**src/rtl/arm_pkg.sv**
```systemverilog
// rtl/arm_pkg.sv - shared ARM968E-S core constants and ID/EXE control types
package arm_pkg;

  localparam int WORD_W = 32;
  localparam int REG_W  = 4;

  localparam logic [3:0] EXE_CMD_NOP = 4'b0000;
  localparam logic [3:0] EXE_CMD_MOV = 4'b0001;
  localparam logic [3:0] EXE_CMD_ADD = 4'b0010;
  localparam logic [3:0] EXE_CMD_ADC = 4'b0011;
  localparam logic [3:0] EXE_CMD_SUB = 4'b0100;
  localparam logic [3:0] EXE_CMD_SBC = 4'b0101;
  localparam logic [3:0] EXE_CMD_AND = 4'b0110;
  localparam logic [3:0] EXE_CMD_ORR = 4'b0111;
  localparam logic [3:0] EXE_CMD_EOR = 4'b1000;
  localparam logic [3:0] EXE_CMD_MVN = 4'b1001;

  typedef struct packed {
    logic [3:0] exe_cmd;
    logic       mem_read;
    logic       mem_write;
    logic       wb_en;
    logic       branch;
    logic       s;
  } id_exe_ctrl_t;

endpackage

```
**src/rtl/pipe_field_reg.sv**
```systemverilog
// rtl/pipe_field_reg.sv - pipeline field register with reset, flush, freeze and bubble load
module pipe_field_reg #(
  parameter int           W      = 1,
  parameter logic [W-1:0] BUBBLE = '0
) (
  input  logic         clk,
  input  logic         rst,
  input  logic         flush,
  input  logic         freeze,
  input  logic         valid_i,
  input  logic [W-1:0] d_i,
  output logic [W-1:0] q_o
);

  logic [W-1:0] q_q;
  logic [W-1:0] q_d;

  // Flush outranks freeze; an invalid ID slot loads the same bubble as flush.
  always_comb begin
    q_d = q_q;
    if (flush) begin
      q_d = BUBBLE;
    end else if (!freeze) begin
      q_d = valid_i ? d_i : BUBBLE;
    end
  end

  always_ff @(posedge clk) begin
    if (!rst) begin
      q_q <= '0;
    end else begin
      q_q <= q_d;
    end
  end

  assign q_o = q_q;

endmodule

```
**src/rtl/id_exe_stage_reg.sv**
```systemverilog
// rtl/id_exe_stage_reg.sv - ID/EXE pipeline register; ID_EXE_FORWARDING_EN adds src1/src2 index fields
module id_exe_stage_reg
  import arm_pkg::*;
#(
  parameter int WORD_W = arm_pkg::WORD_W,
  parameter int REG_W  = arm_pkg::REG_W
) (
  input  logic              clk,
  input  logic              rst,
  input  logic              freeze,
  input  logic              flush,
  input  logic              valid_in,
  input  logic [3:0]        exe_cmd_in,
  input  logic              mem_read_in,
  input  logic              mem_write_in,
  input  logic              wb_en_in,
  input  logic              branch_in,
  input  logic              s_in,
  input  logic [WORD_W-1:0] pc_in,
  input  logic [WORD_W-1:0] val_rn_in,
  input  logic [WORD_W-1:0] val_rm_in,
  input  logic              imm_in,
  input  logic [11:0]       shift_operand_in,
  input  logic [23:0]       signed_imm_24_in,
  input  logic [REG_W-1:0]  dest_in,
  input  logic              carry_in,
`ifdef ID_EXE_FORWARDING_EN
  input  logic [REG_W-1:0]  src1_in,
  input  logic [REG_W-1:0]  src2_in,
  output logic [REG_W-1:0]  src1_out,
  output logic [REG_W-1:0]  src2_out,
`endif
  output logic              valid_out,
  output logic [3:0]        exe_cmd_out,
  output logic              mem_read_out,
  output logic              mem_write_out,
  output logic              wb_en_out,
  output logic              branch_out,
  output logic              s_out,
  output logic [WORD_W-1:0] pc_out,
  output logic [WORD_W-1:0] val_rn_out,
  output logic [WORD_W-1:0] val_rm_out,
  output logic              imm_out,
  output logic [11:0]       shift_operand_out,
  output logic [23:0]       signed_imm_24_out,
  output logic [REG_W-1:0]  dest_out,
  output logic              carry_out
);

  localparam int CTRL_W = 1 + $bits(id_exe_ctrl_t);
  localparam int DATA_W = 3 * WORD_W + 1 + 12 + 24 + REG_W + 1;

  id_exe_ctrl_t       ctrl_in;
  id_exe_ctrl_t       ctrl_out;
  logic [DATA_W-1:0]  data_d;
  logic [DATA_W-1:0]  data_q;

  assign ctrl_in = '{exe_cmd:   exe_cmd_in,
                     mem_read:  mem_read_in,
                     mem_write: mem_write_in,
                     wb_en:     wb_en_in,
                     branch:    branch_in,
                     s:         s_in};

  // valid rides with the control group so a bubble clears it with the side-effect flags.
  pipe_field_reg #(.W(CTRL_W), .BUBBLE('0)) u_ctrl_reg (
    .clk     (clk),
    .rst     (rst),
    .flush   (flush),
    .freeze  (freeze),
    .valid_i (valid_in),
    .d_i     ({1'b1, ctrl_in}),
    .q_o     ({valid_out, ctrl_out})
  );

  assign exe_cmd_out   = ctrl_out.exe_cmd;
  assign mem_read_out  = ctrl_out.mem_read;
  assign mem_write_out = ctrl_out.mem_write;
  assign wb_en_out     = ctrl_out.wb_en;
  assign branch_out    = ctrl_out.branch;
  assign s_out         = ctrl_out.s;

  assign data_d = {pc_in, val_rn_in, val_rm_in, imm_in, shift_operand_in,
                   signed_imm_24_in, dest_in, carry_in};

  pipe_field_reg #(.W(DATA_W), .BUBBLE('0)) u_data_reg (
    .clk     (clk),
    .rst     (rst),
    .flush   (flush),
    .freeze  (freeze),
    .valid_i (valid_in),
    .d_i     (data_d),
    .q_o     (data_q)
  );

  assign {pc_out, val_rn_out, val_rm_out, imm_out, shift_operand_out,
          signed_imm_24_out, dest_out, carry_out} = data_q;

`ifdef ID_EXE_FORWARDING_EN
  pipe_field_reg #(.W(2 * REG_W), .BUBBLE('0)) u_fwd_reg (
    .clk     (clk),
    .rst     (rst),
    .flush   (flush),
    .freeze  (freeze),
    .valid_i (valid_in),
    .d_i     ({src1_in, src2_in}),
    .q_o     ({src1_out, src2_out})
  );
`endif

endmodule

```
**config.mk**
```make
export PLATFORM = sky130hd
export DESIGN_NAME = id_exe_stage_reg
export DESIGN_NICKNAME = d
export VERILOG_FILES = /design/src/rtl/arm_pkg.sv /design/src/rtl/pipe_field_reg.sv /design/src/rtl/id_exe_stage_reg.sv
export SDC_FILE = /design/constraint.sdc
export NUM_CORES = 1
export LEC_CHECK = 0
export ABC_AREA = 1
export BUFFER_PORTS_ARGS = -buffer_cell sky130_fd_sc_hd__buf_2
export CORE_MARGIN = 10
export CORE_UTILIZATION = 47
export CTS_CLUSTER_DIAMETER = 40
export CTS_CLUSTER_SIZE = 24
export DETAILED_ROUTE_END_ITERATION = 8
export PLACE_DENSITY_LB_ADDON = 0.05
export REMOVE_ABC_BUFFERS = 1
export SLEW_MARGIN = 20
export SYNTH_ARGS = -nofsm -noshare
export SYNTH_HDL_FRONTEND = slang
export SYNTH_SLANG_ARGS = --single-unit
```
**constraint.sdc**
```tcl
create_clock -name clk -period 1.8 [get_ports clk]
set_input_delay 0.45 -clock clk [delete_from_list [all_inputs] [get_ports clk]]
set_output_delay 0.45 -clock clk [all_outputs]
set_load 0.03 [all_outputs]
```
==> metrics.yaml, run 1 <==
crit_path_start_kind: "flip-flop"
io_buffers: 299
initial_utilization_pct: 47.52
mostFrequentLayoutCell: "buf_2"
grt_max_degree: 90
min_period_over_period_pct: 81.57
yosysUniqueCellTypes: 11
post-place-ws_ps: 417.5
synth_top_area_share_pct: 55.07
slew_headroom_pct: 69.28
die-area_um2: 16130
seqPwrFrac_pct: 46.3
crit_fanout: 2
areaGrowthSynthToFinish_pct: 38.26
post-route-min-period_ps: 1468
clk_pin_slew_ps: 60
grt_remaining_overflow: 0
fin_skew_ps: 0
final-max-slew-violation-count: 0
p_leak_nw: 3.352
place_hpwl_mm: 13.79
cts_tree: "done"
slowest_stage: "dfxtp_1"
antenna_found_initial: 2
cts_resized: 0
synthTopCellsByArea: "dfxtp_1 55%, a21oi_1 14%, nand3_1 14%, nand2_1 10%, buf_2 3.7%"
post_cts_buffers: 0
cts-root-buf: "clkbuf_16"
switchingPower_mw: 1.759
die_w_um: 127.0
track_usage_pct: 22.11
fin_nets: 1079
core_um2: 11320
crit_chain: "buf_2"
combPwrFrac_pct: 10.4
hold_path.class: "in2reg"
route.vias.total: 5664
swShare_pct: 24.11
vias_per_cell: 5.235
num_io_pins: 300
yosysTopAreaCell: "dfxtp_1"
layout_setup_ws_ps: 331.7
seq_area_frac_synth_pct: 55.07
cp.required_ps: 1350
routabilityCongestion: 0.8267
cts_buffer_depth: 2
crit_family: "flip-flops"
fmax_mhz: 681.1
drive_gt1_share_pct: 36.46
drt_wl_total_mm: 18.99
final_cell_mix: "297 x buf_2, 149 x nand2_1, 148 x a21oi_1, 148 x dfxtp_1, 147 x nand3_1"
synth-warning-count: 0
internal_power_mw: 5.537
clkPwrFrac_pct: 43.3
cts.sinks: 148
clk-insertion-delay-late_ps: 410
netlist_instances: 660
first_iter_violations: 443
rsz0062_at_grt: "false"
setup_viol: 0
grt_pass1_wl_mm: 29.11
syn_avg_cell_area_um2: 8.152
critPathArrivalTime_ps: 1020
grt_pass1_vias: 5567
layoutNonFillerInstCount: 1082
tightest_slew_ps: 460.8
cap_violations: 0
dr.pass1.iters: 4
p_per_area_nw_per_um2: 980.9
ir_drop_mv: 0.6462
synth_seq_cells: 148
status: "completed"
tns_ps: 0
synth_area_um2: 5380
slowest_delay_ps: 380
holdWs_ps: 300.2
cts_buffers: 17
cp_num_buf_inv: 1
worst-setup-path-type: "reg2out"
wl_per_cell_um: 17.55
dp_cells: 1051
hold_viol: 0
ctsHtreeMaxLevel: 4
critPathCaptureType: "output pin"
drtAntennaViolNets: 0
holdBufCountCts: 0
num_rows: 39
die_y_um: 127.0
drc_errors: 0
-- path summary, 6_finish.rpt --
kind / start / end / slack [ps] / cells after the start
max: u_data_reg.q_o[57] / val_rm_out[15] / 330 / 1
min: signed_imm_24_in[16] / u_data_reg.q_o[21] / 300 / 3
max reg2reg: u_data_reg.q_o[57] / u_data_reg.q_o[57] / 1130 / 2
min reg2reg: u_data_reg.q_o[90] / u_data_reg.q_o[90] / 460 / 2
-- power groups by stage --
stage | combinational [mW] | sequential, mW | clock (mW)
2_1_floorplan | 0.189 | 3.58 | 0
3_3_place_gp | 0.748 | 3.44 | 0
3_5_place_dp | 0.762 | 3.45 | 0
4_1_cts | 0.766 | 3.38 | 3.21
5_1_grt | 0.827 | 3.38 | 3.36
6_report | 0.761 | 3.38 | 3.16
-- cells by family after synthesis --
| family | synth area share (%) |
|---|---|
| buffers and inverters | 7.023 |
| AND/OR/NAND/NOR | 24.14 |
| AO/OA/AOI/OAI | 13.77 |
| flip-flops | 55.07 |
-- per-layer routing --
layer  GRT usage (%)  vias up  part of all wire (%)  wire length (um)
li1                -     2764                     -                 -
met1           24.53     2616                    39              7312
met2           36.60      251                    49              9277
met3           9.222       31                    10              1934
met4           9.444        2                   2.4               452
met5               0        -                 0.068                13
-- cell type report --
class	count	area, um^2
fillers	1051	3882
flip-flops and latches	148	2963
multi-input cells	445	2047
repair buffers	313	1707
clock buffers	25	505.5
well taps	143	178.9
clock inverters	5	25.02
inverters	2	10.01
diodes	1	2.502
-- through the flow --
step / cell area [um^2] / power (mW) / util, %
after floorplan: 5011 / 3.767 / -
after global routing: 7438 / 7.567 / 65.71
final: 7438 / 7.296 / 65.71
after detailed placement: 6905 / 4.208 / 61.00
after global placement: 6905 / 4.190 / 61.00
after CTS: 7436 / 7.355 / 65.68
-- synth_stat cells --
master,n
nand2_1,150
a21oi_1,148
dfxtp_1,148
nand3_1,147
buf_2,40
buf_4,16
clkbuf_1,4
buf_1,3
buf_6,2
clkinv_2,1
inv_1,1
-- registers in the layout, summed over array words and instances, names as in the netlist --
| register | count |
|---|---|
| u_data_reg.q_o | 138 |
| u_ctrl_reg.q_o | 10 |
Power figures use the tool's default switching activity.
==> inputs of run 2 (changes only) <==
Settings changed: CORE_UTILIZATION 47 to 44.
Clock period 1.8 ns to 1.5 ns, I/O delays scaled along.
==> run 2 against run 1 <==
First-iteration DRC count is 10% lower. Largest cell class unchanged. Global-route usage is 1.2 points lower. Combinational power increased by 21%. Die area grew 5.7%. Critical path type unchanged.
==> metrics.yaml, run 2 (synthesis results as in run 1) <==
status: "completed"
hold_viol: 0  # unchanged
crit_fanout: 2  # unchanged
fmax_mhz: 724.1
cap_violations: 0  # unchanged
layoutNonFillerInstCount: 1090  # +0.74%
first_iter_violations: 397  # -10%
ctsHtreeMaxLevel: 4  # unchanged
cp_num_buf_inv: 1  # unchanged
die_y_um: 130.6  # +2.8%
min_period_over_period_pct: 92.07
areaGrowthSynthToFinish_pct: 41.51
holdBufCountCts: 0  # unchanged
slowest_delay_ps: 360  # -20 ps
die_w_um: 130.6  # +2.8%
cp.required_ps: 1120  # -230 ps
grt_remaining_overflow: 0  # unchanged
fin_skew_ps: 0  # unchanged
ir_drop_mv: 0.7167  # +11%
crit_family: "flip-flops"
final-max-slew-violation-count: 0  # unchanged
cts_resized: 0  # unchanged
drt_wl_total_mm: 18.69  # -1.6%
critPathArrivalTime_ps: 1010  # about the same
die-area_um2: 17050  # +5.7%
cts_buffers: 17  # unchanged
largest_reg_flops: 138  # unchanged
tightest_slew_ps: 300.9  # -159.9 ps
num_rows: 40  # +2.6%
worst_r2r_startpoint: "u_data_reg.q_o[72]"
grt_max_degree: 69  # -23%
core_um2: 12010  # +6.1%
crit_chain: "buf_2"
worst-setup-path-type: "reg2out"
slew_headroom_pct: 79.94  # +11 points
hold_path.class: "in2reg"
setup_viol: 0  # unchanged
num_io_pins: 300  # unchanged
grt_pass1_vias: 5520  # -0.84%
p_per_area_nw_per_um2: 1270  # +30%
cts-root-buf: "clkbuf_16"
route.vias.total: 5613  # -0.90%
drive_gt1_share_pct: 36.84  # +0.38 points
io_buffers: 299  # unchanged
drtAntennaViolNets: 0  # unchanged
tns_ps: 0  # unchanged
cts.sinks: 148  # unchanged
mostFrequentLayoutCell: "buf_2"
holdCritStartpoint: "val_rm_in[21]"
drc_errors: 0  # unchanged
slowest_stage: "dfxtp_1"
p_leak_nw: 3.424  # +2.2%
layout_setup_ws_ps: 119.0  # -212.7 ps
wl_per_cell_um: 17.14  # -2.3%
routabilityCongestion: 0.7891  # -4.5%
place_hpwl_mm: 13.64  # -1.1%
grt_pass1_wl_mm: 28.21  # -3.1%
critPathCaptureType: "output pin"
rsz0062_at_grt: "false"
initial_utilization_pct: 44.79  # -2.7 points
dp_cells: 1057  # +0.57%
track_usage_pct: 20.91  # -1.2 points
vias_per_cell: 5.150  # -1.6%
crit_path_start_kind: "flip-flop"
rr_worst_depth: 2  # unchanged
dr.pass1.iters: 5  # +1
fin_nets: 1081  # +0.19%
final_cell_mix: "297 x buf_2, 149 x nand2_1, 148 x a21oi_1, 148 x dfxtp_1, 147 x nand3_1"
clk_pin_slew_ps: 60  # about the same
rr_endpoint: "u_data_reg.q_o[72]"
post_cts_buffers: 0  # unchanged
min_to: "u_data_reg.q_o[63]"
cts_tree: "done"
antenna_found_initial: 2  # unchanged
cts_buffer_depth: 2  # unchanged
clk-insertion-delay-late_ps: 410  # about the same
post-place-ws_ps: 137.5  # -280.0 ps
min_path_cells: 3  # unchanged
rrSetupSlack_ps: 860  # -270 ps
post-route-min-period_ps: 1381
run 2: report_power, final:
| part | switching, mW | total, mW | internal, mW |
|---|---|---|---|
| clock network | 1.58 | 4.70 | 3.12 |
| registers | 0.0386 | 4.05 | 4.01 |
| logic | 0.577 | 0.919 | 0.342 |
| total | 2.20 | 9.67 | 7.48 |
run 2: worst max path at each step:
stage                     depth (start not counted)               endpoint          startpoint  slack (ps)
after detailed placement                          5     u_data_reg.q_o[27]              freeze         140
final                                             1  signed_imm_24_out[17]  u_data_reg.q_o[22]         120
after global routing                              1  signed_imm_24_out[17]  u_data_reg.q_o[22]          70
after floorplan                                   3      u_ctrl_reg.q_o[0]               flush       -1440
after CTS                                         1  signed_imm_24_out[17]  u_data_reg.q_o[22]         110
after global placement                            5     u_data_reg.q_o[91]              freeze         190
run 2: per-stage QoR:
step / power (mW) / util, % / instance area [um^2] / hold slack [ps]
after global placement: 5.042 / 57.86 / 6950 / 446.8
after CTS: 9.748 / 63.36 / 7611 / 207.4
after detailed placement: 5.060 / 57.86 / 6950 / 450.8
final: 9.672 / 63.39 / 7614 / 217.5
after floorplan: 4.521 / - / 5011 / 515.5
after global routing: 10.01 / 63.36 / 7611 / 215.6
run 2: area by class of cell:
class | instances | area, um^2
fillers | 1119 | 4398
diodes | 1 | 2.502
inverters | 2 | 10.01
repair buffers | 315 | 1747
well taps | 147 | 183.9
flip-flops and latches | 148 | 2963
multi-input cells | 445 | 2047
clock buffers | 23 | 488.0
clock inverters | 9 | 172.7
run 2: layer usage:
metal | track usage [%] | share of wire, %
met3 | 9.670 | 12
met4 | 7.979 | 1.8
met1 | 22.36 | 37
met2 | 35.33 | 49
met5 | 0 | 0.070
